--- config.mk ---
export PLATFORM = sky130hd
export DESIGN_NAME = fixed_to_float
export DESIGN_NICKNAME = d
export VERILOG_FILES = /design/src/rtl/fixed_to_float.sv
export SDC_FILE = /design/constraint.sdc
export NUM_CORES = 1
export LEC_CHECK = 0
export CELL_PAD_IN_SITES_DETAIL_PLACEMENT = 2
export CELL_PAD_IN_SITES_GLOBAL_PLACEMENT = 2
export CORE_AREA = 5 5 98 100
export CTS_CLUSTER_DIAMETER = 200
export DETAILED_ROUTE_END_ITERATION = 12
export DIE_AREA = 0 0 103 105
export PLACE_DENSITY = 0.81
export SYNTH_ARGS = -nofsm -noshare
export SYNTH_HDL_FRONTEND = slang
export SYNTH_SLANG_ARGS = --single-unit
--- constraint.sdc ---
create_clock -name clk -period 2.2 [get_ports clk]
set_input_delay 0.22 -clock clk [delete_from_list [all_inputs] [get_ports clk]]
set_output_delay 0.22 -clock clk [all_outputs]
set_load 0.02 [all_outputs]
--- src/rtl/fixed_to_float.sv ---
// Signed fixed point to FP16, one normalize shift per cycle; out_valid at accept+shift+2 (zero: +1).
// Single operation in flight, in_ready only in IDLE; result held until out_ready. FIXED_TO_FLOAT_ROUND_NEAREST_EN selects RNE over truncation.
module fixed_to_float #(
  parameter int IN_W      = 16,
  parameter int FRAC_BITS = 8
) (
  input  logic            clk,
  input  logic            rst_n,
  input  logic            in_valid,
  output logic            in_ready,
  input  logic [IN_W-1:0] in_data,
  output logic            out_valid,
  input  logic            out_ready,
  output logic [15:0]     out_data
);

  typedef enum logic [1:0] {IDLE, NORM, PACK, DONE} state_t;

  // Exponent before subtracting the normalize shift: (IN_W-1) - FRAC_BITS + bias 15.
  localparam int EXP_BASE = IN_W + 14 - FRAC_BITS;

  state_t            state_q, state_d;
  logic              sign_q, sign_d;
  logic [IN_W-1:0]   mag_q, mag_d;
  logic [5:0]        shift_q, shift_d;
  logic              out_valid_q, out_valid_d;
  logic [15:0]       out_data_q, out_data_d;

  logic [IN_W-1:0]   mag_in;
  logic signed [8:0] exp_raw, exp_rnd;
  logic [9:0]        mant_raw, mant_rnd;
  logic              carry;
  logic [15:0]       packed_w;

`ifdef FIXED_TO_FLOAT_ROUND_NEAREST_EN
  localparam logic [IN_W-1:0] STICKY_MASK = IN_W'((64'd1 << (IN_W - 12)) - 64'd1);
  logic guard, sticky, inc;
`endif

  // The most negative input negates to 2^(IN_W-1), which still fits unsigned.
  assign mag_in = in_data[IN_W-1] ? (~in_data + IN_W'(1)) : in_data;

  always_comb begin
    exp_raw  = 9'(EXP_BASE) - 9'(shift_q);
    mant_raw = mag_q[IN_W-2 -: 10];
`ifdef FIXED_TO_FLOAT_ROUND_NEAREST_EN
    guard  = mag_q[IN_W-12];
    sticky = |(mag_q & STICKY_MASK);
    inc    = guard & (sticky | mant_raw[0]);
    {carry, mant_rnd} = {1'b0, mant_raw} + 11'(inc);
`else
    carry    = 1'b0;
    mant_rnd = mant_raw;
`endif
    exp_rnd = exp_raw + 9'(carry);
    if (exp_rnd <= 9'sd0) begin
      packed_w = 16'h0000;
    end else if (exp_rnd >= 9'sd31) begin
      packed_w = {sign_q, 5'h1E, 10'h3FF};
    end else begin
      packed_w = {sign_q, exp_rnd[4:0], mant_rnd};
    end
  end

  always_comb begin
    state_d     = state_q;
    sign_d      = sign_q;
    mag_d       = mag_q;
    shift_d     = shift_q;
    out_valid_d = out_valid_q;
    out_data_d  = out_data_q;
    case (state_q)
      IDLE: begin
        if (in_valid) begin
          sign_d  = in_data[IN_W-1];
          mag_d   = mag_in;
          shift_d = '0;
          if (mag_in == '0) begin
            state_d     = DONE;
            out_valid_d = 1'b1;
            out_data_d  = 16'h0000;
          end else begin
            state_d = NORM;
          end
        end
      end
      NORM: begin
        if (mag_q[IN_W-1]) begin
          state_d = PACK;
        end else begin
          mag_d   = mag_q << 1;
          shift_d = shift_q + 6'd1;
        end
      end
      PACK: begin
        out_data_d  = packed_w;
        out_valid_d = 1'b1;
        state_d     = DONE;
      end
      DONE: begin
        if (out_ready) begin
          out_valid_d = 1'b0;
          state_d     = IDLE;
        end
      end
      default: state_d = IDLE;
    endcase
  end

  always_ff @(posedge clk or negedge rst_n) begin
    if (!rst_n) begin
      state_q     <= IDLE;
      sign_q      <= 1'b0;
      mag_q       <= '0;
      shift_q     <= '0;
      out_valid_q <= 1'b0;
      out_data_q  <= 16'h0000;
    end else begin
      state_q     <= state_d;
      sign_q      <= sign_d;
      mag_q       <= mag_d;
      shift_q     <= shift_d;
      out_valid_q <= out_valid_d;
      out_data_q  <= out_data_d;
    end
  end

  assign in_ready  = (state_q == IDLE);
  assign out_valid = out_valid_q;
  assign out_data  = out_data_q;

endmodule

Yosys cells after proc, flatten, opt, wreduce, memory -nomap -nowiden
Cells that the tools add are included.
{"block": "classes", "reduce_logical": 11, "n_eq_ne": 8, "n_lt_le_gt_ge": 2, "mux": 21, "bitwise": 1, "n_addsub": 3}
{"cell": "16-bit two-way mux", "n": 6}
{"cell": "16-bit case mux with 2 select lines", "n": 2}
{"cell": "16-bit by 1-bit adder with 16-bit output (second input constant)", "n": 1}
{"cell": "16-bit logical NOT", "n": 1}
{"cell": "16-bit NOT", "n": 1}
{"cell": "15-bit two-way mux", "n": 1}
{"cell": "6-bit two-way mux", "n": 2}
{"cell": "6-bit case mux with 2 select lines", "n": 1}
{"cell": "3-bit AND reduction", "n": 3}
{"cell": "2-bit two-way mux", "n": 4}
{"cell": "2-bit inequality test (second input constant)", "n": 4}
{"cell": "2-bit case mux with 4 select lines", "n": 1}
{"cell": "7-bit by 6-bit >= comparator with 1-bit output (second input constant)", "n": 1}
{"cell": "7-bit by 1-bit <= comparator with 1-bit output (second input constant)", "n": 1}
{"cell": "5-bit by 6-bit subtractor with 7-bit output (first input constant)", "n": 1}
{"cell": "6-bit by 1-bit adder with 6-bit output (second input constant)", "n": 1}
{"cell": "2-bit == test (second input constant)", "n": 2}
{"cell": "2-bit AND reduction", "n": 2}
{"cell": "4-bit AND reduction", "n": 1}
{"cell": "2-bit nonzero test", "n": 2}
{"cell": "1-bit two-way mux", "n": 3}
{"cell": "1-bit case mux with 3 select lines", "n": 1}
{"cell": "3-bit nonzero test", "n": 1}
{"cell": "2-bit by 1-bit == test with 1-bit output (second input constant)", "n": 1}
{"cell": "other kinds (2)", "n": 2}
{"block": "totals", "register_bits": 42, "wordCells": 53}

Logic depth before layout (Yosys ltp)
{"block": "logic_depth", "word_depth": 7, "mapped_depth": 11}

Worst setup path after synthesis
Ideal clock, no wire load.
{"block": "synth_timing", "path_kind": "input to register", "startpoint": "input port in_data[7]", "endpoint": "register out_data_q[10] (netlist: out_data[10])", "path_stages": 8, "t_arrival_ns": 2.631, "required_time_ns": 2.072, "setup_slack_ns": -0.558, "path_cell_list": "buf_2 > or4_4 > or3_4 > o31ai_4 > xnor2_1 > and4bb_2 > a41oi_4 > mux2_1"}
{"block": "synth_between", "elab_chain_len": 6}
{"element": "from (decl)", "line_no": "11", "rtl": "input logic [IN_W-1:0] in_data,"}
{"element": "16-bit NOT", "line_no": "41", "rtl": "assign mag_in = in_data[IN_W-1] ? (~in_data + IN_W'(1)) : in_data;"}
{"element": "16-bit by 1-bit adder with 16-bit output", "line_no": "41"}
{"element": "16-bit two-way mux (*)", "line_no": "41"}
{"element": "16-bit logical NOT (*)", "line_no": "78", "rtl": "if (mag_in == '0) begin"}
{"element": "2-bit by 1-bit inequality test with 1-bit output (no source line) (*)"}
{"element": "3-bit AND reduction (no source line) (*)"}
{"element": "to (signal assigned)", "line_no": "124", "rtl": "out_data_q <= out_data_d;"}
{"element": "to (decl)", "line_no": "27", "rtl": "logic [15:0] out_data_q, out_data_d;"}
Every way passes the cells marked *; elsewhere a longest branch is shown, timed or not.
A chain may end at the register's enable or synchronous reset.

Worst setup path in the final report
Same ends and word-level chain as after synthesis.

==> metrics.md <==
| Metric | Value |
|---|---|
| Area share of fa/ha/maj cells after synthesis | 3.549% |
| H-Tree Level Count | 2 |
| TritonCTS clock tree | built |
| Crit path DAT | 2.75 ns |
| Reg2reg end | out_data[10] |
| Final WL | 10370 µm |
| Max cap viols | 0 |
| Dominant cell type by area after synthesis | dfrtp_1 |
| Worst-path clk slew | 0.09 ns |
| Critical path endpoint category | register |
| Overflow after GRT | 0 |
| Vias after detailed routing | 2712 |
| Largest net degree at the start of global routing | 27 |
| Clock buffer depth | 2 |
| Cell area after synthesis | 2820 µm² |
| Hold EP | mag_q[0] |
| FMAX | 0.3907 GHz |
| Post-DP Area | 3650 µm² |
| Worst-Skew Late Latency | 0.30 ns |
| Initial antenna violation count | 0 |
| Worst-Margin Slew | 0.4559 ns |
| I/O Pins | 38 |
| Clock root buffer | clkbuf_8 |
| Hold Crit Depth | 3 |
| Share of Yosys cell area claimed by the top area cell type | 37.27% |
| P&R area growth vs syn | 42.46% |
| Antenna cell count | 0 |
| Synth Area in Simple Gates | 17.44% |
| Non-Filler Instances | 514 |
| Wire per inst | 20.18 µm |
| Pwr dens | 1119 nW/µm² |
| Syn Inst Count | 317 |
| Largest family of logic cells by synthesized area | compound AO/OA/AOI/OAI gates |
| Max VDD drop | 0.4574 mV |
| Hold crit path type | input pin to register |
| Hold Crit Start | in_data[0] |
| Register area share after synthesis | 37.27% |
| Final hold vios | 0 |
| WP data required | 2.39 ns |
| # port buffers | 37 |
| Max-slew headroom | 69.37% |
| Failing checks | setup timing |
| Core area | 8593 µm² |
| Fill count | 918 |
| Number of global-route vias before repair | 3052 |
| Critical Path Fanout Max | 4 |
| GRT Total Usage | 19.61% |
| Count of cell types in the netlist | 61 |
| Worst hold margin | 0.2932 ns |
| Top-count cell post-synth | dfrtp_1 |
| Synth top cells by count | dfrtp_1 (42), o21ai_0 (36), nand2_1 (27) |
| FF/Latch Area | 1051 µm² |
| Die Width | 103 µm |
| Clock sink count | 42 |
| Setup CP Type | input pin to register |
| Final Cycle Share | 116.3% |
| Final worst slack | -0.3596 ns |
| Layout Nets | 433 |
| Crit path launch type | input pin |
| Num CTS Buffers | 5 |
| Setup TNS | -5.034 ns |
| Final Setup Violations | 18 |
| Reg2Reg Setup Slack | -0.02 ns |
| Synth Register Bits | 42 |
| Die area | 10820 µm² |
| RSZ-0062 raised after global routing | true |
| Share of cells above drive strength 1 | 28.33% |
| Slew Viols, Final | 0 |
| DRC errors left | 0 |
| Mean Syn Cell Area | 8.897 µm² |
| Placed cells | 494 |
| Number of synthesized flops with an enable pin | 0 |
| Area of the multi-input gates | 1697 µm² |
| R2R Path Start | shift_q[0] |
| Xor and xnor area share after synthesis | 5.590% |
| Final GP Congestion | 0.7635 |
| DR pass1 iterations | 4 |
| Final Cell Area | 4018 µm² |
| HPWL Detailed | 6992 µm |
| Ranking of synthesized cells by area | dfrtp_1 (37%), o21ai_0 (6.4%), mux2i_1 (6.0%), nand2_1 (3.6%), ha_1 (3.5%) |
| Post-synthesis compound-gate area fraction | 22.01% |
| Effective utilization at floorplan | 32.82% |
| Die height | 105 µm |
| Synth warn | 0 |
| Post-synthesis async set-or-reset flop share | 100.0% |
| Worst clock skew | 0.01168 ns |
| Outcome | complete, but fails checks |
| First-pass GRT wire length | 16570 µm |
| Post-DRT Antenna Nets | 0 |
| DR vias/cell | 5.276 |
| Static Leak | 0.001789 µW |
| Number of cells on the worst reg-to-reg path | 10 |
| DR iter-0 viols | 58 |
| Post-synthesis mux area share | 7.365% |
| Ys flop type | dfrtp_1 |
| Num rows | 34 |
| Min Tclk post-route | 2.560 ns |
| Syn Nets | 345 |
[routing by layer]
layer	up-vias	global-route usage (%)	routed length, µm
met4	0	5.273	195
met5	-	0	0
met2	46	35.79	5556
met1	1357	23.84	4367
met3	13	2.265	253
li1	1296	-	-
[flip-flops by register name (all words and copies together), names as in the netlist]
| name | flops |
|---|---|
| out_valid | 1 |
| mag_q | 16 |
| shift_q | 6 |
| out_data | 16 |
| sign_q | 1 |
| state_q | 2 |
[report_power, final]
group | total, µW | switching, µW | internal (µW)
Combinational | 2360 | 1330 | 1040
Sequential | 1360 | 269 | 1090
Clock | 773 | 288 | 485
Total | 4490 | 1880 | 2610
[cell usage in the layout, fill, tap and decap left out, drive strengths merged, types with 3 or more instances in the layout]
cell type and count:
buf 74, dfrtp 42, o21ai 37, nand2 27, clkdlybuf4s50 25, inv 22
nor2 21, mux2i 17, a21oi 16, xor2 9, xnor2 9, nor3 8
ha 8, clkbuf 7, nor2b 6, a22oi 5, or4 5, o31ai 5
a21o 4, o2111ai 4, nand2b 4, or3 4, nand3 3, a31oi 3
mux2 3
[per-stage QoR]
stage | worst slack (ns) | total power [µW] | utilization [%]
after floorplan | -0.4598 | 2660 | -
after global placement | -0.8634 | 3389 | 42.47
after detailed placement | -1.044 | 3555 | 42.47
after CTS | -0.3142 | 4474 | 46.24
after global routing | -0.3689 | 4806 | 46.75
final | -0.3596 | 4495 | 46.75
[kinds of logic (layout without fill, tap and decap cells)]
| group | Yosys count | after routing |
|---|---|---|
| buffers and inverters | 45 | 134 |
| XOR/XNOR | 18 | 18 |
| AND/OR/NAND/NOR | 92 | 92 |
| adder cells (fa/ha/maj) | 8 | 8 |
| flip-flops | 42 | 42 |
| AO/OA/AOI/OAI | 92 | 92 |
| multiplexers | 20 | 20 |
[timing repair]
item / CTS / global route
hold endpoints to repair: 16 / 0
endpoints found under the setup margin: 26 / 18
gates cloned: 1 / 0
pin swaps: 12 / 11
hold buffers: 1 / 0
resized for setup: 69 / 16
buffers inserted: 10 / 1
[worst max-delay path by stage]
stage / end / slack, ns / from
after detailed placement: out_data[0] / -1.04 / in_data[0]
after global placement: out_data[1] / -0.86 / in_data[1]
after global routing: out_valid / -0.37 / in_data[7]
after CTS: out_data[15] / -0.31 / in_data[10]
after floorplan: out_data[10] / -0.46 / in_data[4]
final: out_data[10] / -0.36 / in_data[7]
[final cells by class]
| class | count | area share (%) |
|---|---|---|
| repair buffers | 103 | 22.42 |
| clock inverters | 2 | 1.495 |
| flip-flops and latches | 42 | 26.16 |
| well taps | 108 | 3.363 |
| multi-input cells | 230 | 42.23 |
| clock buffers | 6 | 2.055 |
| inverters | 23 | 2.273 |
[critical path, stage by stage]
cell	delay (ns)
buf_6	0.09
or4_4	0.58
or3_4	0.38
o31ai_4	0.26
xnor2_2	0.15
and4bb_2	0.29
a41oi_4	0.33
buf_6	0.15
mux2_4	0.30
Power figures use the tool's default switching activity.
